<file path="config.mk">
export PLATFORM = sky130hd
export DESIGN_NAME = counter_x
export DESIGN_NICKNAME = d
export VERILOG_FILES = /design/src/rtl/counter_x.sv
export SDC_FILE = /design/constraint.sdc
export NUM_CORES = 1
export LEC_CHECK = 0
export ABC_AREA = 1
export BUFFER_PORTS_ARGS = -buffer_cell sky130_fd_sc_hd__buf_2
export CAP_MARGIN = 10
export CORE_UTILIZATION = 49
export CTS_CLUSTER_DIAMETER = 150
export DETAILED_ROUTE_END_ITERATION = 12
export GPL_TIMING_DRIVEN = 0
export MAX_ROUTING_LAYER = met4
export PLACE_DENSITY = 0.63
export SLEW_MARGIN = 15
export SYNTH_ARGS = -nofsm -noshare
export SYNTH_HDL_FRONTEND = slang
export SYNTH_SLANG_ARGS = --single-unit
</file>
<file path="constraint.sdc">
create_clock -name clk -period 4.3 [get_ports clk]
set_input_delay 0.645 -clock clk [delete_from_list [all_inputs] [get_ports clk]]
set_output_delay 0.645 -clock clk [all_outputs]
set_load 0.01 [all_outputs]
</file>
<file path="src/rtl/counter_x.sv">
// -----------------------------------------------------------------------------
// counter_x : three-channel, 8253-style programmable down-counter on the MIO bus
//
// Each channel counts down on rising edges of its own slow tick input and drives
// one output. counter0_OUT is the CPU interrupt source.
//
// Ports
//   clk           system clock, all state changes on its rising edge
//   rstn          asynchronous active-low reset
//   clk0..clk2    tick sources (divider taps). These are level signals that
//                 are edge-detected here and never used as clocks.
//   counter_we    write strobe, one clk cycle per write
//   counter_val   write data
//   counter_ch    channel select: 0..2 = counter n, 3 = control word
//   counter0_OUT  channel 0 output (interrupt source)
//   counter1_OUT  channel 1 output
//   counter2_OUT  channel 2 output
//   counter_out   readback: count of the selected channel, or the control word
//                 zero-extended when counter_ch = 3
//
// Write handshake: counter_we is a strobe with no back-pressure. Every cycle in
// which counter_we=1 is one accepted write of counter_val to the target named
// by counter_ch. The result is visible on counter_out on the next cycle.
//
// Control word: bits [2n+1:2n] select the mode of channel n.
//   00 one-shot, 01 rate generator, 10 square wave, 11 halt.
//
// Optional feature macro: COUNTER_X_SYNC_EN
//   defined   : clkN -> 2-flop synchronizer -> edge flop. The tick comes 2
//               cycles later than without it.
//   undefined : single edge flop. clkN is assumed synchronous to clk.
// -----------------------------------------------------------------------------
module counter_x #(
  parameter int         CNT_W    = 32,
  parameter logic [1:0] RST_MODE = 2'b00
) (
  input  logic             clk,
  input  logic             rstn,
  input  logic             clk0,
  input  logic             clk1,
  input  logic             clk2,
  input  logic             counter_we,
  input  logic [CNT_W-1:0] counter_val,
  input  logic [1:0]       counter_ch,
  output logic             counter0_OUT,
  output logic             counter1_OUT,
  output logic             counter2_OUT,
  output logic [CNT_W-1:0] counter_out
);

  localparam logic [1:0] MODE_ONESHOT = 2'b00;
  localparam logic [1:0] MODE_RATE    = 2'b01;
  localparam logic [1:0] MODE_SQUARE  = 2'b10;
  localparam logic [1:0] MODE_HALT    = 2'b11;

  logic [2:0]       clk_in;
  logic [2:0]       edge_q;
  logic [2:0]       tick;
  logic [2:0]       wr_cnt;
  logic             wr_ctl;
  logic [5:0]       ctrl_q;
  logic [2:0]       out_q;
  logic [CNT_W-1:0] count_q  [3];
  logic [CNT_W-1:0] reload_q [3];

  assign clk_in = {clk2, clk1, clk0};

  // ---------------------------------------------------------------------------
  // Tick detection: one clk-cycle pulse per rising edge of clkN.
  // ---------------------------------------------------------------------------
`ifdef COUNTER_X_SYNC_EN
  logic [2:0] sync1_q;
  logic [2:0] sync2_q;

  always_ff @(posedge clk or negedge rstn) begin
    if (!rstn) begin
      sync1_q <= '0;
      sync2_q <= '0;
      edge_q  <= '0;
    end else begin
      sync1_q <= clk_in;
      sync2_q <= sync1_q;
      edge_q  <= sync2_q;
    end
  end

  assign tick = sync2_q & ~edge_q;
`else
  always_ff @(posedge clk or negedge rstn) begin
    if (!rstn) begin
      edge_q <= '0;
    end else begin
      edge_q <= clk_in;
    end
  end

  assign tick = clk_in & ~edge_q;
`endif

  // ---------------------------------------------------------------------------
  // Write decode
  // ---------------------------------------------------------------------------
  always_comb begin
    wr_cnt = '0;
    wr_ctl = 1'b0;
    if (counter_we) begin
      if (counter_ch == 2'b11) begin
        wr_ctl = 1'b1;
      end else begin
        wr_cnt[counter_ch] = 1'b1;
      end
    end
  end

  // Control register. A tick arriving in the same cycle as a control write
  // is still evaluated against the old ctrl_q, because the channel logic
  // below reads the registered value.
  always_ff @(posedge clk or negedge rstn) begin
    if (!rstn) begin
      ctrl_q <= {RST_MODE, RST_MODE, RST_MODE};
    end else if (wr_ctl) begin
      ctrl_q <= counter_val[5:0];
    end
  end

  // ---------------------------------------------------------------------------
  // Channel datapath
  // ---------------------------------------------------------------------------
  always_ff @(posedge clk or negedge rstn) begin
    if (!rstn) begin
      out_q <= '0;
      for (int n = 0; n < 3; n++) begin
        count_q[n]  <= '0;
        reload_q[n] <= '0;
      end
    end else begin
      for (int n = 0; n < 3; n++) begin
        if (wr_cnt[n]) begin
          // A write beats a coincident tick, and the tick is lost.
          reload_q[n] <= counter_val;
          count_q[n]  <= counter_val;
          out_q[n]    <= 1'b0;
        end else begin
          // The rate-generator pulse lasts one cycle. It clears here unless a
          // terminal tick below sets it again.
          if (ctrl_q[2*n +: 2] == MODE_RATE) begin
            out_q[n] <= 1'b0;
          end
          if (tick[n] && (ctrl_q[2*n +: 2] != MODE_HALT)) begin
            if (count_q[n] != '0) begin
              count_q[n] <= count_q[n] - CNT_W'(1);
            end else begin
              case (ctrl_q[2*n +: 2])
                MODE_ONESHOT: out_q[n] <= 1'b1;
                MODE_RATE: begin
                  count_q[n] <= reload_q[n];
                  out_q[n]   <= 1'b1;
                end
                MODE_SQUARE: begin
                  count_q[n] <= reload_q[n];
                  out_q[n]   <= ~out_q[n];
                end
                default: ;
              endcase
            end
          end
        end
      end
    end
  end

  assign counter0_OUT = out_q[0];
  assign counter1_OUT = out_q[1];
  assign counter2_OUT = out_q[2];

  // ---------------------------------------------------------------------------
  // Readback (combinational)
  // ---------------------------------------------------------------------------
  always_comb begin
    counter_out = '0;
    case (counter_ch)
      2'b00:   counter_out = count_q[0];
      2'b01:   counter_out = count_q[1];
      2'b10:   counter_out = count_q[2];
      default: counter_out = {{(CNT_W-6){1'b0}}, ctrl_q};
    endcase
  end

endmodule

</file>
# After elaboration in Yosys (flattened, before gate mapping)
# Index checks and enable logic that the tools add are counted.
[word_totals]
ff_bits = 204
latchBits = 0
mem_bits_rw = 0
rom_bits = 0
inputBits = 40
output_inout_bits = 35
wordCells = 91
mem_count = 0
[op_classes]
addsub = 3
mul = 0
div_mod_pow = 0
n_lt_le_gt_ge = 2
n_eq_ne = 12
n_shift = 0
muxes = 34
n_bitwise = 5
n_reduce_logical = 26
[ops]
columns = ["op", "count"]
rows = [
  ["$mux W32", 12],
  ["$pmux W32 S3", 1],
  ["$reduce_bool A32 Y1", 3],
  ["$sub A32 B1 Y32 const B", 3],
  ["$mux W1", 15],
  ["$reduce_or A2 Y1", 6],
  ["$eq A2 B2 Y1 const B", 5],
  ["$reduce_bool A3 Y1", 3],
  ["$eq A2 B1 Y1 const B", 4],
  ["$logic_not A2 Y1", 4],
  ["$mux W3", 2],
  ["$ne A2 B2 Y1 const B", 3],
  ["$pmux W1 S2", 3],
  ["$reduce_and A2 Y1", 3],
  ["$reduce_bool A2 Y1", 3],
  ["$logic_and A1 B1 Y1", 4],
  ["$and A3 B3 Y3", 1],
  ["$lt A2 B3 Y1 const B", 1],
  ["$not A1 Y1", 3],
  ["$not A3 Y3", 1],
  ["$demux W1 S2", 1],
  ["$ge A2 B1 Y1 const B", 1],
]

# Depth between registers and ports, before layout
# Gate-level depths: netlist of run 1.
[depth]
word_depth = 8
depth_mapped = 12
depth_no_buf = 12

# Worst setup path after synthesis of run 1
# No wires, ideal clock.
[synth_path]
path_kind = "input -> output"
from = "input counter_ch[1]"
to = "output counter_out[1]"
t_arrival_ns = 1.415
required_time_ns = 3.655
path_slack_ns = 2.240
cell_stages = 6
path_buffers = 1
path_cell_list = "inv_2 > nand2_4 > buf_1 > o22ai_1 > a21oi_1 > o21ai_0"
[synth_via]
elab_chain_len = 2
elab_cells_between_ends = 4
classes_between = "eq/ne: 2; mux: 1; reduce/logical: 1"
[synth_lines]
columns = ["item", "line", "rtl"]
rows = [
  ["start: declaration", "44", "input logic [1:0] counter_ch,"],
  ["$eq A2 B2 Y1 (tied with other cells)", "181", "case (counter_ch)"],
  ["$pmux W32 S3 *", "181", ""],
  ["end: declaration", "48", "output logic [CNT_W-1:0] counter_out"],
]
# Every way passes the cells marked *; elsewhere a longest branch is shown, timed or not.

# Worst setup path after layout of run 1
[layout_path]
from = "input counter_ch[0]"
to = "output counter_out[28]"
# Same word-level chain as after synthesis.

==> run_results.csv, run 1 <==
group,metric,value,unit
routing,postRouteAntennaNets,0,
clock_tree,cts_resized,0,
worst_setup_path,cp-end-kind,"primary output",
timing,relSlewSlack,0.485,
floorplan,start_util,0.505,
floorplan,rows,59,
pwr,power_frac_seq,0.379,
routing,first_pass_iters,7,
worst_setup_path,rrSetupSlack,1.86,ns
floorplan,dieWidth,167,um
finish,final_util,0.569,
synthesis,synthCells,1962,
clock_tree,cts-root-buf,"clkbuf_16",
global_routing,grt_max_degree,92,
worst_setup_path,r2r-start,"count_q[56]",
floorplan,fp.coreArea,26400,um2
place,place_inst,2373,
floorplan,ios,75,
worst_setup_path,crit_chain,"buf_2 -> nor2_4 -> inv_2 -> buf_1 -> o221ai_1 -> buf_2",
timing,finClkSkew,0.0126,ns
worst_setup_path,crit_path_top_delay_cell,"buf_1",
synthesis,async_flop_share,1.00,
clock_tree,cts_max_level,1,
worst_setup_path,crit_top_cell,"buf_2",
synthesis,synth_nets,2020,
routing,vias,13900,
worst_setup_path,path_max_fanout,10,
pwr,clkPwrFrac,0.281,
global_routing,grt.total_usage,0.390,
pwr,p_sw_frac,0.417,
synthesis,syn_area_per_cell,6.79,um2
pwr,power_frac_comb,0.340,
pwr,switchingPower,3190,uW
synthesis,ys_warn_count,0,
routing,drtIter0Drc,1499,
clock_tree,cts_buffers,25,
timing,setup_tns,0,ns
global_routing,grt_pass1_wl,78800,um
synthesis,synth_top_area_cell,"dfrtp_1",
synthesis,netlist_area,13300,um2
global_routing,overflow,0,
timing,hold_viol,0,
finish,finalInstanceArea,15000,um2
timing,period_needed,2.92,ns
synthesis,synth_cell_type_count,37,
place,port_buffers,74,
finish,final_cells,2417,
worst_setup_path,crit_arrival,2.28,ns
clock_tree,postCtsHoldBufs,0,
place,place_congestion,1.02,
run_status,status,"finished, final reports clean",
finish,diodes,0,
routing,drt_wl_total,52600,um
routing,wire_per_inst,21.8,um
finish,drive_above_1_share,0.114,
timing,drv_slew,0,
global_routing,antenna_found_initial,2,
timing,setup_viol,0,
timing,timing.final.ws_setup,1.38,ns
floorplan,dieArea,27800,um2
place,pre_cts_ws,1.46,ns
synthesis,ys_seq_area_frac,0.383,
timing,fmax,0.342,GHz
worst_setup_path,startpoint_type,"input pin",
floorplan,fp.dieH,167,um
pwr,irDropWorstVdd,353,uV
clock_tree,post_cts_buffers,0,
place,dp_hpwl,40900,um
clock_tree,cts.sinks,204,
pwr,p_leak,0.00770,uW
finish,fin_nets,2123,
global_routing,grt_pass1_vias,12900,
routing,drcViolationCount,0,
pwr,cellPowerDensity,511,nW/um2
clock_tree,clk_latency,0.54,ns
clock_tree,clockBufferDepth,3,
synthesis,synth_top_area_share,0.383,
pwr,intPower,4470,uW
worst_setup_path,crit_path_max_incr_delay,0.57,ns
routing,via_per_inst,5.74,
timing,worst_pin_slew,0.773,ns
worst_setup_path,worstPathRequired,3.65,ns
run,maxCapViolations,0,
synthesis,synthTopCellsByArea,"dfrtp_1 (38%), nand2_1 (18%), nor2_1 (7.8%), inv_1 (5.6%), nand3_1 (5.2%)",
worst_setup_path,r2r_cells,9,
worst_setup_path,r2r-end,"count_q[47]",
clock_tree,cts_tree,"yes",
timing,finalCritPeriodShare,0.680,
place,dpl_cell_area,14200,um2
min_path,hold_path_class,"input pin to asynchronous set/reset pin",
synthesis,dominantRegCellSynth,"dfrtp_1",
worst_setup_path,criticalPathCategory,"input pin to primary output",
clock_tree,clk_pin_slew,0.05,ns
finish,fill_cells,2633,
timing,rsz0062_at_grt,"no",
synthesis,synth_edf_count,0,
synthesis,synth_seq_cells,204,
finish,syn_to_final_growth,12.6,%
-- power groups by stage --
| stage | Clock, uW | Sequential, uW | Combinational, uW |
|---|---|---|---|
| 6_report | 2150 | 2900 | 2600 |
| 3_5_place_dp | 0 | 2900 | 2550 |
| 5_1_grt | 2220 | 2940 | 2900 |
| 4_1_cts | 2160 | 2880 | 2560 |
| 3_3_place_gp | 0 | 2900 | 2500 |
| 2_1_floorplan | 0 | 2690 | 1810 |
-- state kept, by name (all words and copies together) (netlist names) --
register  count
count_q      96
reload_q     96
ctrl_q        6
edge_q        3
out_q         3
-- how the worst max path moves through the flow --
stage | slack (ns) | startpoint | to | cells after the start
2_1_floorplan | 2.24 | counter_ch[1] | counter_out[1] | 6
3_3_place_gp | -1.05 | rstn | reload_q[23] | 1
3_5_place_dp | 1.46 | counter_ch[0] | counter_out[28] | 6
4_1_cts | 1.45 | counter_ch[0] | counter_out[28] | 6
5_1_grt | 1.38 | counter_ch[0] | counter_out[21] | 6
6_report | 1.38 | counter_ch[0] | counter_out[28] | 6
-- worst max-delay path: cells and delay by family --
family | cells | cell delay (ns)
compound gates | 1 | 0.35
simple gates | 1 | 0.09
buf+inv | 4 | 1.19
-- layer usage --
| metal | track usage | routed length, um |
|---|---|---|
| met1 | 0.536 | 23000 |
| met2 | 0.585 | 22800 |
| met3 | 0.0435 | 4180 |
| met4 | 0.167 | 2570 |
| met5 | - | 0 |
-- cells in the final DEF, fill, tap and decap left out, types with 5 or more instances in the layout --
master and instances:
a21oi_1 91, a21oi_2 10, buf_1 5, buf_2 100, buf_4 7, clkbuf_1 28
clkbuf_16 25, clkbuf_8 6, dfrtp_1 204, ha_1 18, inv_1 197, inv_2 9
nand2_1 624, nand2_2 12, nand3_1 138, nand3_2 11, nand4_1 24, nor2_1 278
nor2_2 18, nor2_4 12, nor2_8 5, nor3_1 13, o21ai_0 111, o21ai_1 20
o21bai_1 28, o221ai_1 26, o22ai_1 7, xor2_1 24
-- cell type report --
type / instances / area (um2) / area share
multi-input cells: 1485 / 7080 / 0.472
inverters: 207 / 779 / 0.0520
clock inverters: 7 / 88.8 / 0.00593
plain buffers: 66 / 349 / 0.0233
well taps: 335 / 419 / 0.0280
clock buffers: 37 / 731 / 0.0488
repair buffers: 76 / 435 / 0.0291
flip-flops and latches: 204 / 5100 / 0.341
-- cell families (layout without fill, tap and decap cells) --
logic type	Yosys count	after routing	synth area share
compound gates	295	295	0.127
simple gates	1144	1144	0.369
flops	204	204	0.383
fa+ha+maj	18	18	0.0169
xor+xnor	28	28	0.0184
buf+inv	273	393	0.0848
-- synthesized netlist by cell type, types with 12 or more instances --
library cell and count:
dfrtp_1 204, a21oi_1 91, o21ai_0 111, ha_1 18, nand3_1 138, buf_2 27, o21bai_1 28, clkbuf_1 22
o221ai_1 26, nand4_1 24, nor2_4 12, inv_1 197, nor2_2 18, nor2_1 278, nand2_1 624, o21ai_1 20
nor3_1 13, xor2_1 24, nand2_2 12
-- stage by stage --
step	total power [uW]	hold slack, ns
2_1_floorplan	4500	0.349
3_3_place_gp	5400	0.456
3_5_place_dp	5450	0.459
4_1_cts	7600	0.0259
5_1_grt	8060	0.0450
6_report	7660	0.0152
Power figures use the tool's default switching activity.
==> run 2: changes to the inputs <==
--- a/config.mk
+++ b/config.mk
@@ -13,7 +13,7 @@
 export DETAILED_ROUTE_END_ITERATION = 12
 export GPL_TIMING_DRIVEN = 0
 export MAX_ROUTING_LAYER = met4
-export PLACE_DENSITY = 0.63
+export PLACE_DENSITY = 0.66
 export SLEW_MARGIN = 15
 export SYNTH_ARGS = -nofsm -noshare
 export SYNTH_HDL_FRONTEND = slang
==> constraint.sdc (replaced) <==
create_clock -name clk -period 2.4 [get_ports clk]
set_input_delay 0.36 -clock clk [delete_from_list [all_inputs] [get_ports clk]]
set_output_delay 0.36 -clock clk [all_outputs]
set_load 0.01 [all_outputs]
==> run 2 against run 1 <==
  * Sequential share of layout area shrank 0.33 points
  * Routed wire length shrank 4.6%
  * Final cell count grew 0.25%
  * Cell area grew 0.98%
  * Clock-buffer cell count shrank 6
  * Critical path depth is the same
  * Global-route usage shrank 1.4 points
  * Worst hold slack gained 0.049 ns
  * Non-clock buffer count grew 3
  * Flip-flop and latch count is the same
  * Clock skew grew 0.0020 ns
  * Setup slack lost 1.2 ns
==> run_results.csv, run 2 (synthesized netlist as in run 1, its figures left out) <==
group,metric,value,unit
worst_setup_path,worstPathRequired,2.04,ns
finish,reg_top3,"count_q x96, reload_q x96, ctrl_q x6",
finish,final_cell_mix,"nand2_1 (624), nor2_1 (277), dfrtp_1 (204)",
place,place_congestion,1.04,
timing,relSlewSlack,0.561,
pwr,cellPowerDensity,927,nW/um2
place,dp_hpwl,38700,um
clock_tree,clockBufferDepth,3,
worst_setup_path,r2r-start,"count_q[40]",
worst_setup_path,criticalPathCategory,"input pin to primary output",
min_path,hold_start,"counter_val[10]",
floorplan,dieWidth,167,um
clock_tree,cts.sinks,204,
clock_tree,cts_max_level,1,
routing,wire_per_inst,20.7,um
run_status,status,"finished, final reports clean",
timing,worst_pin_slew,0.658,ns
worst_setup_path,crit_arrival,1.88,ns
worst_setup_path,cp-end-kind,"primary output",
global_routing,grt_pass1_wl,76400,um
floorplan,fp.coreArea,26400,um2
worst_setup_path,crit_top_cell,"buf_2",
finish,drive_above_1_share,0.118,
routing,vias,13700,
timing,setup_viol,0,
global_routing,grt.total_usage,0.377,
clock_tree,cts-root-buf,"clkbuf_16",
pwr,irDropWorstVdd,697,uV
worst_setup_path,crit_chain,"buf_2 -> nor2_4 -> inv_2 -> buf_1 -> o221ai_1 -> buf_2",
timing,finalCritPeriodShare,0.935,
floorplan,dieArea,27800,um2
worst_setup_path,startpoint_type,"input pin",
routing,drcViolationCount,0,
min_path,hold_path_class,"input pin to flip-flop",
pwr,fin_total_pwr,14000,uW
finish,regArea,5100,um2
clock_tree,post_cts_buffers,0,
routing,drt_wl_total,50200,um
timing,hold_viol,0,
min_path,hold_path_depth,3,
floorplan,ios,75,
timing,drv_slew,0,
clock_tree,cts_buffers,25,
routing,postRouteAntennaNets,0,
timing,rsz0062_at_grt,"no",
global_routing,antenna_found_initial,2,
worst_setup_path,crit_path_max_incr_delay,0.44,ns
timing,fmax,0.446,GHz
finish,syn_to_final_growth,13.7,%
routing,first_pass_iters,5,
finish,multi_input_area,7080,um2
pwr,p_leak,0.00776,uW
finish,fin_nets,2126,
global_routing,grt_max_degree,75,
finish,final_util,0.574,
timing,period_needed,2.24,ns
worst_setup_path,cp-startpoint,"counter_ch[0]",
timing,finalHoldWorstSlack,0.0641,ns
global_routing,overflow,0,
routing,drtIter0Drc,1525,
worst_setup_path,crit_path_top_delay_cell,"o221ai_1",
floorplan,rows,59,
floorplan,fp.dieH,167,um
clock_tree,clk_latency,0.55,ns
worst_setup_path,r2r-end,"count_q[40]",
worst_setup_path,r2r_cells,9,
finish,fill_cells,2578,
global_routing,grt_pass1_vias,12800,
worst_setup_path,path_max_fanout,10,
clock_tree,clk_pin_slew,0.06,ns
worst_setup_path,rrSetupSlack,0.19,ns
routing,via_per_inst,5.65,
floorplan,start_util,0.505,
timing,finClkSkew,0.0146,ns
place,port_buffers,74,
run,maxCapViolations,0,
min_path,min_to,"reload_q[74]",
clock_tree,cts_tree,"yes",
finish,layout_commonest_cell,"nand2_1",
-- run 2: cell count changes in the layout (fill, tap and decap cells not counted), sizes merged --
cell | previous run | this run
inv | 208 | 209
bufinv | 2 | 5
buf | 120 | 119
clkinv | 4 | 6
diode | 0 | 1
clkbuf | 59 | 53
clkinvlp | 0 | 2
dlygate4sd3 | 0 | 4
-- run 2: worst max path at each step --
stage                     slack, ns  cells past startpoint               to
after global routing         0.0006                     11      count_q[50]
after floorplan                0.72                     12      count_q[48]
after detailed placement       0.03                      8   counter_out[1]
after CTS                      0.03                      8   counter_out[1]
final                          0.16                      6  counter_out[27]
after global placement        -2.63                      1      count_q[29]
-- run 2: through the flow --
stage | instance area (um2) | std cells | setup WS (ns) | setup TNS [ns]
floorplan | 13300 | 1962 | 0.716 | 0
global placement | 14100 | 2371 | -2.63 | -531.31
detailed placement | 14200 | 2373 | 0.0286 | 0
CTS | 15100 | 2423 | 0.0273 | 0
global route | 15100 | 2422 | 0.000613 | 0
finish | 15100 | 2423 | 0.157 | 0
-- run 2: cell type report --
class,count,share of cell area
multi-input cells,1485,0.468
repair buffers,80,0.0314
clock buffers,31,0.0468
diodes,1,0.000165
well taps,335,0.0277
inverters,207,0.0515
clock inverters,15,0.0143
plain buffers,65,0.0228
flip-flops and latches,204,0.337
-- run 2: metal layers --
layer  GRT usage  part of all wire
met1       0.485              0.41
met2       0.582              0.45
met3      0.0741             0.092
met4       0.152             0.047
met5           -                 0
-- run 2: report_power, final --
group | internal (uW) | switching, uW | total (uW)
Combinational | 1530 | 3070 | 4600
Sequential | 4170 | 984 | 5150
Clock | 2630 | 1640 | 4270
Total | 8330 | 5690 | 14000
-- run 2: what timing repair did --
| item | 4_1_cts | 5_1_grt |
|---|---|---|
| resized for setup | 0 | 1 |
| endpoints found under the setup margin | 0 | 6 |
| hold endpoints to repair | 65 | 0 |
| hold buffers | 4 | 0 |
-- run 2: worst max-delay path: cells and delay by family --
kind                   cells  cell delay [ns]
buffers and inverters      4             0.84
AO/OA/AOI/OAI              1             0.44
AND/OR/NAND/NOR            1             0.24
==> run 3: changes to the inputs <==
--- a/config.mk
+++ b/config.mk
@@ -9,6 +9,7 @@
 export BUFFER_PORTS_ARGS = -buffer_cell sky130_fd_sc_hd__buf_2
 export CAP_MARGIN = 10
 export CORE_UTILIZATION = 49
+export CTS_BUF_LIST = sky130_fd_sc_hd__clkbuf_4 sky130_fd_sc_hd__clkbuf_8
 export CTS_CLUSTER_DIAMETER = 150
 export DETAILED_ROUTE_END_ITERATION = 12
 export GPL_TIMING_DRIVEN = 0
==> run 3 against run 2 <==
  * Setup slack got worse by 0.046 ns
  * Combinational power about the same
  * Worst hold slack got worse by 0.030 ns
  * Fmax decreased by 2.0%
  * First-iteration DRC count decreased by 3.2%
  * Flip-flop and latch count unchanged
  * Total power decreased by 4.2%
  * Clock power decreased by 14%
  * Critical endpoint unchanged
  * Sequential share of layout area increased by 0.23 points
  * Die area unchanged
==> run_results.csv, run 3 (synthesized netlist as in run 1, its figures left out) <==
group,metric,value,unit
routing,wire_per_inst,20.6,um
finish,syn_to_final_growth,12.9,%
timing,drv_slew,0,
finish,diodes,0,
worst_setup_path,crit_top_cell,"buf_2",
min_path,hold_path_class,"input pin to flip-flop",
routing,via_per_inst,5.65,
worst_setup_path,startpoint_type,"input pin",
finish,fin_nets,2140,
worst_setup_path,r2r-end,"count_q[40]",
finish,drive_above_1_share,0.127,
floorplan,start_util,0.505,
worst_setup_path,worstPathRequired,2.04,ns
min_path,min_to,"reload_q[76]",
worst_setup_path,rrSetupSlack,0.17,ns
worst_setup_path,r2r_cells,9,
worst_setup_path,cp-end-kind,"primary output",
pwr,p_leak,0.00775,uW
floorplan,dieWidth,167,um
worst_setup_path,crit_path_max_incr_delay,0.46,ns
timing,worst_pin_slew,0.631,ns
run,maxCapViolations,0,
global_routing,grt.total_usage,0.377,
clock_tree,clk_pin_slew,0.06,ns
place,port_buffers,74,
place,place_congestion,1.04,
clock_tree,clockBufferDepth,3,
run_status,status,"finished, final reports clean",
clock_tree,clk_latency,0.57,ns
finish,layout_commonest_cell,"nand2_1",
timing,hold_viol,0,
finish,fill_cells,2631,
worst_setup_path,criticalPathCategory,"input pin to primary output",
floorplan,dieArea,27800,um2
worst_setup_path,path_max_fanout,10,
global_routing,grt_pass1_vias,12900,
routing,first_pass_iters,5,
clock_tree,cts.sinks,204,
clock_tree,cts_tree,"yes",
timing,fmax,0.437,GHz
place,dpl_cell_area,14200,um2
pwr,cellPowerDensity,894,nW/um2
finish,finalInstanceArea,15000,um2
routing,postRouteAntennaNets,0,
routing,drcViolationCount,0,
floorplan,fp.dieH,167,um
global_routing,grt_pass1_wl,76200,um
clock_tree,cts_max_level,2,
routing,vias,13800,
worst_setup_path,crit_arrival,1.93,ns
global_routing,antenna_found_initial,1,
place,place_inst,2373,
finish,final_cells,2445,
min_path,hold_start,"counter_val[12]",
worst_setup_path,crit_chain,"buf_2 -> nor2_4 -> inv_2 -> buf_1 -> o221ai_1 -> buf_2",
routing,drt_wl_total,50300,um
timing,finClkSkew,0.0306,ns
min_path,hold_path_depth,3,
timing,finalCritPeriodShare,0.954,
floorplan,fp.coreArea,26400,um2
routing,drtIter0Drc,1476,
timing,relSlewSlack,0.579,
timing,rsz0062_at_grt,"no",
finish,reg_top3,"count_q x96, reload_q x96, ctrl_q x6",
clock_tree,cts-root-buf,"clkbuf_8",
finish,final_cell_mix,"nand2_1 (624), nor2_1 (277), dfrtp_1 (204)",
place,dp_hpwl,38700,um
worst_setup_path,crit_path_top_delay_cell,"o221ai_1",
worst_setup_path,r2r-start,"count_q[40]",
floorplan,rows,59,
clock_tree,cts_buffers,39,
timing,setup_viol,0,
global_routing,overflow,0,
worst_setup_path,critPathTopFamily,"buffers and inverters",
timing,period_needed,2.29,ns
pwr,irDropWorstVdd,610,uV
global_routing,grt_max_degree,75,
floorplan,ios,75,
worst_setup_path,path_buf_inv,4,
run 3: cell count changes in the layout (fill, tap and decap cells not counted):
| cell | previous run | this run |
|---|---|---|
| inv_6 | 2 | 1 |
| clkbuf_4 | 0 | 9 |
| clkinv_2 | 5 | 7 |
| bufinv_16 | 5 | 0 |
| clkbuf_8 | 6 | 51 |
| diode_2 | 1 | 0 |
| clkinvlp_4 | 2 | 1 |
| clkbuf_16 | 25 | 0 |
| clkinv_4 | 1 | 0 |
| nor2_4 | 12 | 13 |
| nor2_2 | 19 | 18 |
run 3: worst max-delay path by stage:
stage,from,to,slack [ns],cells after the start
after floorplan,count_q[32],count_q[48],0.72,12
after global placement,rstn,count_q[29],-2.63,1
after detailed placement,counter_ch[1],counter_out[1],0.03,8
after CTS,counter_ch[1],counter_out[1],0.03,8
after global routing,count_q[40],count_q[40],0.05,9
final,counter_ch[0],counter_out[27],0.11,6
run 3: metal layers:
layer	routed length, um	share of wire	GRT usage
met5	0	0	-
met4	2440	0.048	0.169
met2	22400	0.45	0.578
met1	20800	0.41	0.481
met3	4640	0.092	0.0763
run 3: cell type report:
class                      instances  area, um2  area share
timing repair buffer              80        475      0.0316
clock inverter                     9       51.3     0.00341
multi-input combinational       1485       7090       0.471
clock buffer                      60        769      0.0512
tap                              335        419      0.0279
buffer                            65        345      0.0230
sequential                       204       5100       0.340
inverter                         207        779      0.0519
run 3: per-stage QoR:
step / total power [uW] / utilization / setup TNS (ns) / hold slack, ns / setup WS, ns
after floorplan: 8070 / - / 0 / 0.0644 / 0.716
after global placement: 9590 / 0.535 / -531.31 / 0.458 / -2.63
after detailed placement: 9670 / 0.538 / 0 / 0.341 / 0.0286
after CTS: 13400 / 0.570 / 0 / 0.0231 / 0.0272
after global routing: 14200 / 0.570 / 0 / 0.0625 / 0.0454
final: 13400 / 0.570 / 0 / 0.0343 / 0.110
run 3: power by group:
part	total (uW)	switching [uW]	internal [uW]	leakage (uW)
Combinational	4610	3080	1530	0.00476
Clock	3670	1620	2050	0.000440
Sequential	5160	989	4170	0.00255
Total	13400	5690	7750	0.00775
run 3: worst min-delay path, stage by stage:
cell and delay [ns]:
buf_2 0.09, nand2_1 0.07, nand2_1 0.06
run 3: repair_timing:
item | in CTS | in global routing
endpoints found under the hold margin | 65 | 0
endpoints found under the setup margin | 0 | 3
hold buffers | 4 | 0
gates resized for setup | 0 | 2
setup buffers | 0 | 0
